## src/rtl/uart_seq_pkg.sv

```systemverilog
// uart_seq_pkg: shared constants for the CoreUARTapb sequencer.
//   - APB byte addresses of the UART registers
//   - STATUS register bit indices
//   - sequencer FSM state and APB phase enums
// The CFG_FRAC state only exists when UART_SEQ_FRAC_EN is defined.
package uart_seq_pkg;

  localparam logic [4:0] ADDR_TXDATA = 5'h00;
  localparam logic [4:0] ADDR_RXDATA = 5'h04;
  localparam logic [4:0] ADDR_CTRL1  = 5'h08;
  localparam logic [4:0] ADDR_CTRL2  = 5'h0C;
  localparam logic [4:0] ADDR_STATUS = 5'h10;
  localparam logic [4:0] ADDR_FRAC   = 5'h14;

  localparam int ST_FRAMING_ERR = 4;
  localparam int ST_OVERFLOW    = 3;
  localparam int ST_PARITY_ERR  = 2;
  localparam int ST_RXRDY       = 1;
  localparam int ST_TXRDY       = 0;

  typedef enum logic [2:0] {
    S_CFG_LO,
    S_CFG_HI,
`ifdef UART_SEQ_FRAC_EN
    S_CFG_FRAC,
`endif
    S_POLL,
    S_RX_RD,
    S_TX_WR,
    S_GAP
  } seq_state_e;

  typedef enum logic [1:0] {
    PH_IDLE,
    PH_SETUP,
    PH_ACCESS
  } apb_phase_e;

endpackage

```

## src/rtl/uart_seq_rr_arb.sv

```systemverilog
// uart_seq_rr_arb: round-robin pick among NREQ TX requesters.
//   PCLK, PRESET : clock, synchronous active-high reset (pointer -> 0)
//   req_valid    : requester holds a byte
//   adv, adv_idx : strobe after a grant is served; pointer becomes adv_idx+1 mod NREQ
//   gnt, gnt_idx : one-hot and binary index of the first valid requester at or
//                  after the pointer (gnt is all-zero when nothing is valid)
//   any_valid    : at least one requester is valid
module uart_seq_rr_arb #(
  parameter int NREQ  = 4,
  parameter int IDX_W = 2
) (
  input  logic             PCLK,
  input  logic             PRESET,
  input  logic [NREQ-1:0]  req_valid,
  input  logic             adv,
  input  logic [IDX_W-1:0] adv_idx,
  output logic [NREQ-1:0]  gnt,
  output logic [IDX_W-1:0] gnt_idx,
  output logic             any_valid
);

  logic [IDX_W-1:0] ptr_q, ptr_d;
  logic             found;
  int               rr_j;

  // Walk the requesters starting at the pointer, wrapping at NREQ.
  always_comb begin
    gnt_idx = '0;
    gnt     = '0;
    found   = 1'b0;
    rr_j    = 0;
    for (int k = 0; k < NREQ; k++) begin
      rr_j = int'(ptr_q) + k;
      if (rr_j >= NREQ) rr_j = rr_j - NREQ;
      if (!found && req_valid[rr_j]) begin
        found   = 1'b1;
        gnt_idx = IDX_W'(rr_j);
      end
    end
    gnt[gnt_idx] = found;
  end

  assign any_valid = |req_valid;

  always_comb begin
    ptr_d = ptr_q;
    if (adv) begin
      if (int'(adv_idx) == NREQ - 1) ptr_d = '0;
      else                           ptr_d = adv_idx + 1'b1;
    end
  end

  always_ff @(posedge PCLK) begin
    if (PRESET) ptr_q <= '0;
    else        ptr_q <= ptr_d;
  end

endmodule

```

## src/rtl/uart_apb_sequencer.sv

```systemverilog
// uart_apb_sequencer: APB master owning a CoreUARTapb slave.
// After reset it writes CTRL1/CTRL2 (and FRAC when UART_SEQ_FRAC_EN is
// defined), then polls STATUS forever: RX bytes are drained first, otherwise
// one TX byte from a round-robin-selected requester is written per poll.
//   PCLK, PRESET          : clock, synchronous active-high reset
//   req_valid/req_data    : NREQ byte producers; req_ready pulses one-hot when served
//   rx_valid/rx_data/rx_err : received byte with {FE, OVF, PE} from the poll
//   init_done, apb_err    : configuration finished; sticky PSLVERR flag
//   PADDR..PSLVERR        : APB master port
// Macro: UART_SEQ_FRAC_EN adds the FRAC register write after CTRL2.
module uart_apb_sequencer
  import uart_seq_pkg::*;
#(
  parameter int          NREQ           = 4,
  parameter logic [12:0] BAUD_VALUE     = 13'd0,
  parameter logic        CFG_BIT8       = 1'b1,
  parameter logic        CFG_PARITY_EN  = 1'b0,
  parameter logic        CFG_ODD_N_EVEN = 1'b0,
  parameter logic [2:0]  BAUD_FRACTION  = 3'd0,
  parameter int          POLL_GAP       = 4
) (
  input  logic              PCLK,
  input  logic              PRESET,
  input  logic [NREQ-1:0]   req_valid,
  input  logic [8*NREQ-1:0] req_data,
  output logic [NREQ-1:0]   req_ready,
  output logic              rx_valid,
  output logic [7:0]        rx_data,
  output logic [2:0]        rx_err,
  output logic              init_done,
  output logic              apb_err,
  output logic [4:0]        PADDR,
  output logic              PSEL,
  output logic              PENABLE,
  output logic              PWRITE,
  output logic [7:0]        PWDATA,
  input  logic [7:0]        PRDATA,
  input  logic              PREADY,
  input  logic              PSLVERR
);

  localparam int         IDX_W    = (NREQ > 1) ? $clog2(NREQ) : 1;
  localparam logic [7:0] GAP_LAST = 8'(POLL_GAP - 1);

  seq_state_e       state_q, state_d;
  apb_phase_e       phase_q, phase_d;
  logic [7:0]       gap_q, gap_d;
  logic [IDX_W-1:0] gidx_q, gidx_d;
  logic [2:0]       stat_q, stat_d;
  logic [7:0]       pwdata_q, pwdata_d;
  logic [NREQ-1:0]  req_ready_q, req_ready_d;
  logic             rx_valid_q, rx_valid_d;
  logic [7:0]       rx_data_q, rx_data_d;
  logic [2:0]       rx_err_q, rx_err_d;
  logic             init_done_q, init_done_d;
  logic             apb_err_q, apb_err_d;

  logic [4:0]       reg_addr;
  logic             reg_write;
  logic [7:0]       wr_data;
  logic             done;
  logic             adv;
  logic [NREQ-1:0]  arb_gnt;
  logic [IDX_W-1:0] arb_idx;
  logic             arb_any;

  uart_seq_rr_arb #(.NREQ(NREQ), .IDX_W(IDX_W)) u_arb (
    .PCLK      (PCLK),
    .PRESET    (PRESET),
    .req_valid (req_valid),
    .adv       (adv),
    .adv_idx   (gidx_q),
    .gnt       (arb_gnt),
    .gnt_idx   (arb_idx),
    .any_valid (arb_any)
  );

  // Register target and write payload of the transfer owned by each state.
  always_comb begin
    reg_addr  = ADDR_STATUS;
    reg_write = 1'b0;
    wr_data   = 8'h00;
    case (state_q)
      S_CFG_LO: begin
        reg_addr  = ADDR_CTRL1;
        reg_write = 1'b1;
        wr_data   = BAUD_VALUE[7:0];
      end
      S_CFG_HI: begin
        reg_addr  = ADDR_CTRL2;
        reg_write = 1'b1;
        wr_data   = {BAUD_VALUE[12:8], CFG_ODD_N_EVEN, CFG_PARITY_EN, CFG_BIT8};
      end
`ifdef UART_SEQ_FRAC_EN
      S_CFG_FRAC: begin
        reg_addr  = ADDR_FRAC;
        reg_write = 1'b1;
        wr_data   = {5'b00000, BAUD_FRACTION};
      end
`endif
      S_RX_RD: reg_addr = ADDR_RXDATA;
      S_TX_WR: begin
        reg_addr  = ADDR_TXDATA;
        reg_write = 1'b1;
        wr_data   = req_data[int'(gidx_q)*8 +: 8];
      end
      default: ;
    endcase
  end

  assign PSEL    = (phase_q != PH_IDLE);
  assign PENABLE = (phase_q == PH_ACCESS);
  assign PADDR   = PSEL ? reg_addr : 5'h00;
  assign PWRITE  = PSEL & reg_write;
  assign PWDATA  = pwdata_q;
  assign done    = (phase_q == PH_ACCESS) && PREADY;

  always_comb begin
    state_d     = state_q;
    phase_d     = phase_q;
    gap_d       = gap_q;
    gidx_d      = gidx_q;
    stat_d      = stat_q;
    pwdata_d    = pwdata_q;
    req_ready_d = '0;
    rx_valid_d  = 1'b0;
    rx_data_d   = rx_data_q;
    rx_err_d    = rx_err_q;
    init_done_d = init_done_q;
    apb_err_d   = apb_err_q;
    adv         = 1'b0;

    if (state_q == S_GAP) begin
      // The gap replaces the idle cycle, so the poll goes straight to setup.
      if (gap_q == GAP_LAST) begin
        state_d = S_POLL;
        phase_d = PH_SETUP;
        gap_d   = 8'd0;
      end else begin
        gap_d = gap_q + 8'd1;
      end
    end else begin
      case (phase_q)
        PH_IDLE: begin
          phase_d  = PH_SETUP;
          // Latched here so a requester dropping valid cannot change the byte.
          pwdata_d = reg_write ? wr_data : pwdata_q;
        end
        PH_SETUP: phase_d = PH_ACCESS;
        PH_ACCESS: begin
          if (PREADY) begin
            phase_d   = PH_IDLE;
            apb_err_d = apb_err_q | PSLVERR;
            case (state_q)
              S_CFG_LO: state_d = S_CFG_HI;
`ifdef UART_SEQ_FRAC_EN
              S_CFG_HI: state_d = S_CFG_FRAC;
              S_CFG_FRAC: begin
                state_d     = S_POLL;
                init_done_d = 1'b1;
              end
`else
              S_CFG_HI: begin
                state_d     = S_POLL;
                init_done_d = 1'b1;
              end
`endif
              S_POLL: begin
                stat_d = {PRDATA[ST_FRAMING_ERR], PRDATA[ST_OVERFLOW], PRDATA[ST_PARITY_ERR]};
                if (PRDATA[ST_RXRDY]) begin
                  state_d = S_RX_RD;
                end else if (PRDATA[ST_TXRDY] && arb_any) begin
                  state_d = S_TX_WR;
                  gidx_d  = arb_idx;
                end else begin
                  state_d = S_GAP;
                  gap_d   = 8'd0;
                end
              end
              S_RX_RD: begin
                state_d    = S_POLL;
                rx_valid_d = 1'b1;
                rx_data_d  = PRDATA;
                rx_err_d   = stat_q;
              end
              S_TX_WR: begin
                state_d             = S_POLL;
                req_ready_d[gidx_q] = 1'b1;
                adv                 = 1'b1;
              end
              default: state_d = S_POLL;
            endcase
          end
        end
        default: phase_d = PH_IDLE;
      endcase
    end
  end

  always_ff @(posedge PCLK) begin
    if (PRESET) begin
      state_q     <= S_CFG_LO;
      phase_q     <= PH_IDLE;
      gap_q       <= 8'd0;
      gidx_q      <= '0;
      stat_q      <= 3'b000;
      pwdata_q    <= 8'h00;
      req_ready_q <= '0;
      rx_valid_q  <= 1'b0;
      rx_data_q   <= 8'h00;
      rx_err_q    <= 3'b000;
      init_done_q <= 1'b0;
      apb_err_q   <= 1'b0;
    end else begin
      state_q     <= state_d;
      phase_q     <= phase_d;
      gap_q       <= gap_d;
      gidx_q      <= gidx_d;
      stat_q      <= stat_d;
      pwdata_q    <= pwdata_d;
      req_ready_q <= req_ready_d;
      rx_valid_q  <= rx_valid_d;
      rx_data_q   <= rx_data_d;
      rx_err_q    <= rx_err_d;
      init_done_q <= init_done_d;
      apb_err_q   <= apb_err_d;
    end
  end

  assign req_ready = req_ready_q;
  assign rx_valid  = rx_valid_q;
  assign rx_data   = rx_data_q;
  assign rx_err    = rx_err_q;
  assign init_done = init_done_q;
  assign apb_err   = apb_err_q;

endmodule
```

## config.mk

```make
export PLATFORM = sky130hd
export DESIGN_NAME = uart_apb_sequencer
export DESIGN_NICKNAME = d
export VERILOG_FILES = /design/src/rtl/uart_seq_pkg.sv /design/src/rtl/uart_seq_rr_arb.sv /design/src/rtl/uart_apb_sequencer.sv
export SDC_FILE = /design/constraint.sdc
export NUM_CORES = 1
export LEC_CHECK = 0
export ABC_AREA = 1
export CORE_ASPECT_RATIO = 0.8
export CORE_UTILIZATION = 49
export CTS_CLUSTER_DIAMETER = 30
export DETAILED_ROUTE_END_ITERATION = 7
export GPL_ROUTABILITY_DRIVEN = 0
export PLACE_DENSITY_LB_ADDON = 0.08
export SKIP_CTS_REPAIR_TIMING = 1
export SLEW_MARGIN = 20
export SYNTH_ARGS = -nofsm -noshare
export SYNTH_HDL_FRONTEND = slang
export SYNTH_SLANG_ARGS = --single-unit
export TNS_END_PERCENT = 50
```

## constraint.sdc

```tcl
create_clock -name PCLK -period 4.2 [get_ports PCLK]
set_clock_uncertainty 0.2 [all_clocks]
set_input_delay 0.42 -clock PCLK [delete_from_list [all_inputs] [get_ports PCLK]]
set_output_delay 0.42 -clock PCLK [all_outputs]
set_load 0.05 [all_outputs]
```

==> Word-level counts from Yosys, hierarchy flattened <==
Index checks and enable logic that the tools add are counted.
{ "totals": {"mem_bits_ro": 0, "n_memories": 0, "latchBits": 0, "input_bits": 48, "ramBits": 0, "out_inout_bits": 34, "ff_bits": 46} }
{ "op_classes": {"muxes": 53, "n_lt_le_gt_ge": 10, "n_addsub": 9, "shifts": 1, "bitwise_logic": 7, "n_reduce_logical": 27, "multipliers": 0, "n_eq_ne": 13, "div": 0} }
{ "ops": {"columns": ["cell", "count"], "rows": [
  ["< comparator 32 x 4 -> 1 bit (second input constant)", 4],
  ["two-way mux 32 bit", 4],
  [">= comparator 32 x 4 -> 1 bit (second input constant)", 3],
  ["subtractor 32 x 4 -> 32 bit (second input constant)", 3],
  ["two-way mux 8 bit", 7],
  ["variable part select 32 x 6 -> 8 bit", 1],
  ["case mux 5 bit (4 select lines)", 1],
  ["two-way mux 1 bit", 19],
  ["two-way mux 2 bit", 8],
  ["case mux 8 bit (2 select lines)", 1],
  ["two-way mux 3 bit", 5],
  ["AND reduction 4 bit", 3],
  ["AND reduction 3 bit", 3],
  ["adder 8 x 1 -> 8 bit (second input constant)", 1],
  ["binary-select mux 1 bit (select 2 bit)", 4],
  ["equality test 8 x 2 -> 1 bit (second input constant)", 1],
  ["nonzero test 2 bit", 4],
  ["OR reduction 4 bit", 2],
  ["adder 2 x 2 -> 3 bit (second input constant)", 2],
  ["equality test 3 x 2 -> 1 bit (second input constant)", 2],
  ["equality test 3 bit (second input constant)", 2],
  ["case mux 2 bit (3 select lines)", 1],
  ["case mux 3 bit (2 select lines)", 1],
  ["AND reduction 6 bit", 1],
  ["25 further kinds", 37]
]} }

==> Depth between registers and ports, before layout <==
{ "logic_depth": {"ltp_word": 15, "ltp_mapped": 12, "ltp_nobuf": 11} }

==> By module <==
A second synthesis with hierarchy kept.
{ "unflattened": {"cells_unflattened": 398, "hier_area_um2": 2541.2} }
{ "by_module_without_submodules": {"columns": ["module", "instances", "area_per_inst_um2", "cells_each"], "rows": [
  ["uart_apb_sequencer", 1, 2138.3, 320],
  ["uart_seq_rr_arb", 1, 402.9, 78]
]} }

==> Least setup slack after synthesis <==
Ideal clock, no wire load.
{ "synth_path": {"kind": "flip-flop to output port", "start": "register state_q[1]", "end": "output PWRITE", "path_buffers": 2, "setup_slack_ns": 1.887, "arrival_time_ns": 1.693, "path_stages_with_launch": 5, "path_cell_list": "dfxtp_1 buf_4 nor3_4 buf_6 nor3_1"} }
{ "synth_between": {"elab_chain_len": 4, "word_cells_on_any_way": 6, "classes_between": "eq/ne (2); mux (1); bitwise (1); reduce/logical (2)"} }
{ "synth_rtl": {"columns": ["item", "line_no", "source"], "rows": [
  ["from (decl)", "uart_apb_sequencer.sv:45", "seq_state_e state_q, state_d;"],
  ["from (signal assigned)", "uart_apb_sequencer.sv:215", "state_q <= state_d;"],
  ["equality test 3 bit (tied with other cells)", "uart_apb_sequencer.sv:83", "case (state_q)"],
  ["OR reduction 3 bit (no source line) (*)", null, null],
  ["two-way mux 1 bit (*)", "uart_apb_sequencer.sv:83", null],
  ["bitwise AND 1 bit (*)", "uart_apb_sequencer.sv:114", "assign PWRITE = PSEL & reg_write;"],
  ["to (decl)", "uart_apb_sequencer.sv:35", "output logic PWRITE,"]
]} }
Every way passes the cells marked *; elsewhere a longest branch is shown, timed or not.

==> Final worst setup path <==
{ "layout_path": {"start": "register state_q[2]", "end": "output PWRITE"} }
Same word-level chain as after synthesis.

==> impl_metrics.yaml <==
final_layout:
  area_delta_synth_final_pct: 38.2
  fin_nets: 489
  final_common_cell: "clkdlybuf4s50_1"
  drive_gt1_share_pct: 8.24
  antenna_cells: 0
  final_cell_mix: "clkdlybuf4s50_1 (79), nand2_1 (69), nor2_1 (69), dfxtp_1 (46), o21ai_0 (36)"
  final_cell_area_sq_mm: 0.00337
  finalNonFillerCells: 497
  fill_cells: 393
timing:
  fmax_mhz: 356
  min_period_ns: 2.81
  max_slew_margin_pct: 56.9
  hold_viol_final: 0
  holdWs_ns: 0.265
  worstMarginPinSlew_ns: 0.646
  setup_viol_count_final: 0
  drv_slew: 0
  rsz0062_at_grt: "false"
  finalSetupTns_ns: 0
  post-route-period-util_pct: 66.8
power:
  p_per_area_mw_per_mm2: 297
  p_leak_uw: 0.00133
  finalPower_uw: 1000
  p_seq_share_pct: 44.6
  internal_power_uw: 750
  max-vdd-ir-drop_mv: 0.238
  pwr-share-comb_pct: 16.1
  p_sw_uw: 250
  clockPowerShare_pct: 39.3
  switching_share_pct: 25.0
floorplanning:
  start_util_pct: 52.1
  core-area_sq_mm: 0.00468
  die-area_sq_mm: 0.00526
  row_count: 22
  dieWidth_um: 80.8
  die_y_um: 65.1
  pin_count: 82
yosys:
  synth_seq_cells: 46
  yosys.cell_types.count: 30
  yosysTopAreaCell: "dfxtp_1"
  netlist_instances: 363
  syn_avg_cell_area_sq_um: 6.71
  yosys_warnings: 0
  syn_area_sq_mm: 0.00244
  yosysSeqAreaShare_pct: 37.8
  synthTopCellsByArea: "dfxtp_1 (38%), nand2_1 (11%), nor2_1 (11%), o21ai_0 (7.4%), inv_1 (4.9%)"
  netlist.area_leader.share_pct: 37.8
drt:
  drtAntennaViolNets: 0
  remaining_drc_errors: 0
  vias: 2551
  avgRoutedWirePerCell_um: 12.4
  routed_via_density: 5.13
  drtIter0Drc: 123
  routed_wl_um: 6160
  dr.pass1.iters: 4
place:
  post-place-cells: 489
  place_hpwl_um: 4600
  io_buffers: 79
  placed_area_sq_mm: 0.00323
global_routing:
  met2_usage_pct: 42.0
  antenna_found_initial: 0
  grt_pass1_vias: 2342
  grt_max_degree: 24
  grtUsageMet1_pct: 32.8
  overflow: 0
  grt_use_total_pct: 25.7
  grt_util_met3_pct: 4.65
  busiest_layer: "met2"
  grt_pass1_wl_um: 10400
setup_path:
  crit_type: "reg2out"
  cp.required_ns: 3.58
  worstPathArrival_ns: 2.19
  path_max_fanout: 14
  critPathCaptureType: "output pin"
  start_kind: "register"
  worst-r2r-setup-slack_ns: 2.05
clock_tree:
  clock_latency_ns: 0.30
  cts_tree: "yes"
  cts_root_buf: "clkbuf_8"
  clk_pin_slew_worst_paths_ns: 0.09
  clockBufferDepth: 2
  ctsHtreeMaxLevel: 2
  numCtsBuffers: 5
  clock_sinks: 46
flow_run:
  maxCapViolCount: 0
min_path:
  hp-class: "reg2reg"
status:
  outcome: "finished clean"
worst paths after layout:
check	startpoint	endpoint	cells past startpoint
max	state_q[2]	PWRITE	4
max reg2reg	gidx_q[0]	u_arb.ptr_q[1]	4
min	PWDATA[1]	PWDATA[1]	2
min reg2reg	PWDATA[1]	PWDATA[1]	2
cell families after synthesis:
logic type | Yosys count | synth area share [%]
AND/OR/NAND/NOR | 177 | 31.0
AO/OA/AOI/OAI | 81 | 19.0
flip-flops | 46 | 37.8
buffers and inverters | 53 | 9.55
other | 1 | 0.154
adder cells (fa/ha/maj) | 5 | 2.57
power groups by stage:
stage / Sequential [uW] / Clock, uW / Combinational (uW)
4_1_cts: 446 / 398 / 161
3_3_place_gp: 456 / 0 / 160
2_1_floorplan: 461 / 0 / 82.1
6_report: 446 / 393 / 161
5_1_grt: 446 / 416 / 174
3_5_place_dp: 456 / 0 / 161
layer usage:
layer  up-vias  wire length (um)
li1       1328                 -
met1      1133              2820
met2        75              2940
met3        15               276
met4         0               118
met5         -                 0
worst max-delay path: stages (launching register included):
cell and delay (ns):
dfxtp_1 0.44, inv_2 0.10, nor3_4 0.52, nor3_1 0.10
clkdlybuf4s50_1 0.73
cell type report:
class                   instances  area, sq um  share of cell area, %
repair buffers                 80          798                   23.7
multi-input cells             265         1290                   38.2
flip-flops and latches         46          921                   27.4
well taps                      60         75.1                   2.23
clock buffers                   5         68.8                   2.04
clock inverters                 3         68.8                   2.04
inverters                      38          148                   4.39
sequential cells by signal, summed over array words and instances, names as in the netlist:
signal / count
PWDATA: 8
rx_err: 3
phase_q: 2
apb_err: 1
init_done: 1
stat_q: 3
u_arb.ptr_q: 2
rx_valid: 1
rx_data: 8
state_q: 3
req_ready: 4
gidx_q: 2
gap_q: 8
synthesized netlist by cell type:
cell type  number
buf_2           2
buf_4           5
conb_1          1
o221ai_1        1
o21ai_1         5
nor2_2          1
inv_6           1
ha_1            5
nand2_1        69
a21oi_1        16
nor3_4          1
inv_1          32
o22ai_1         8
dfxtp_1        46
nor3_1          6
nor3_2          2
o21a_1          1
buf_6           1
o21bai_1        1
clkbuf_1        7
nand2_2         8
inv_2           5
o21ai_0        36
nor2_4          1
a21oi_2         8
nor2_1         69
nand3_1        19
a31oi_1         4
nand3b_1        1
a211oi_1        1
stage by stage:
| step | worst slack (ns) | util [%] |
|---|---|---|
| floorplan | 1.89 | - |
| detailed placement | 1.73 | 69.0 |
| CTS | 1.38 | 71.9 |
| global placement | 1.76 | 69.0 |
| global route | 1.23 | 71.9 |
| finish | 1.39 | 71.9 |
No activity file was read; power rests on OpenSTA's default activity.
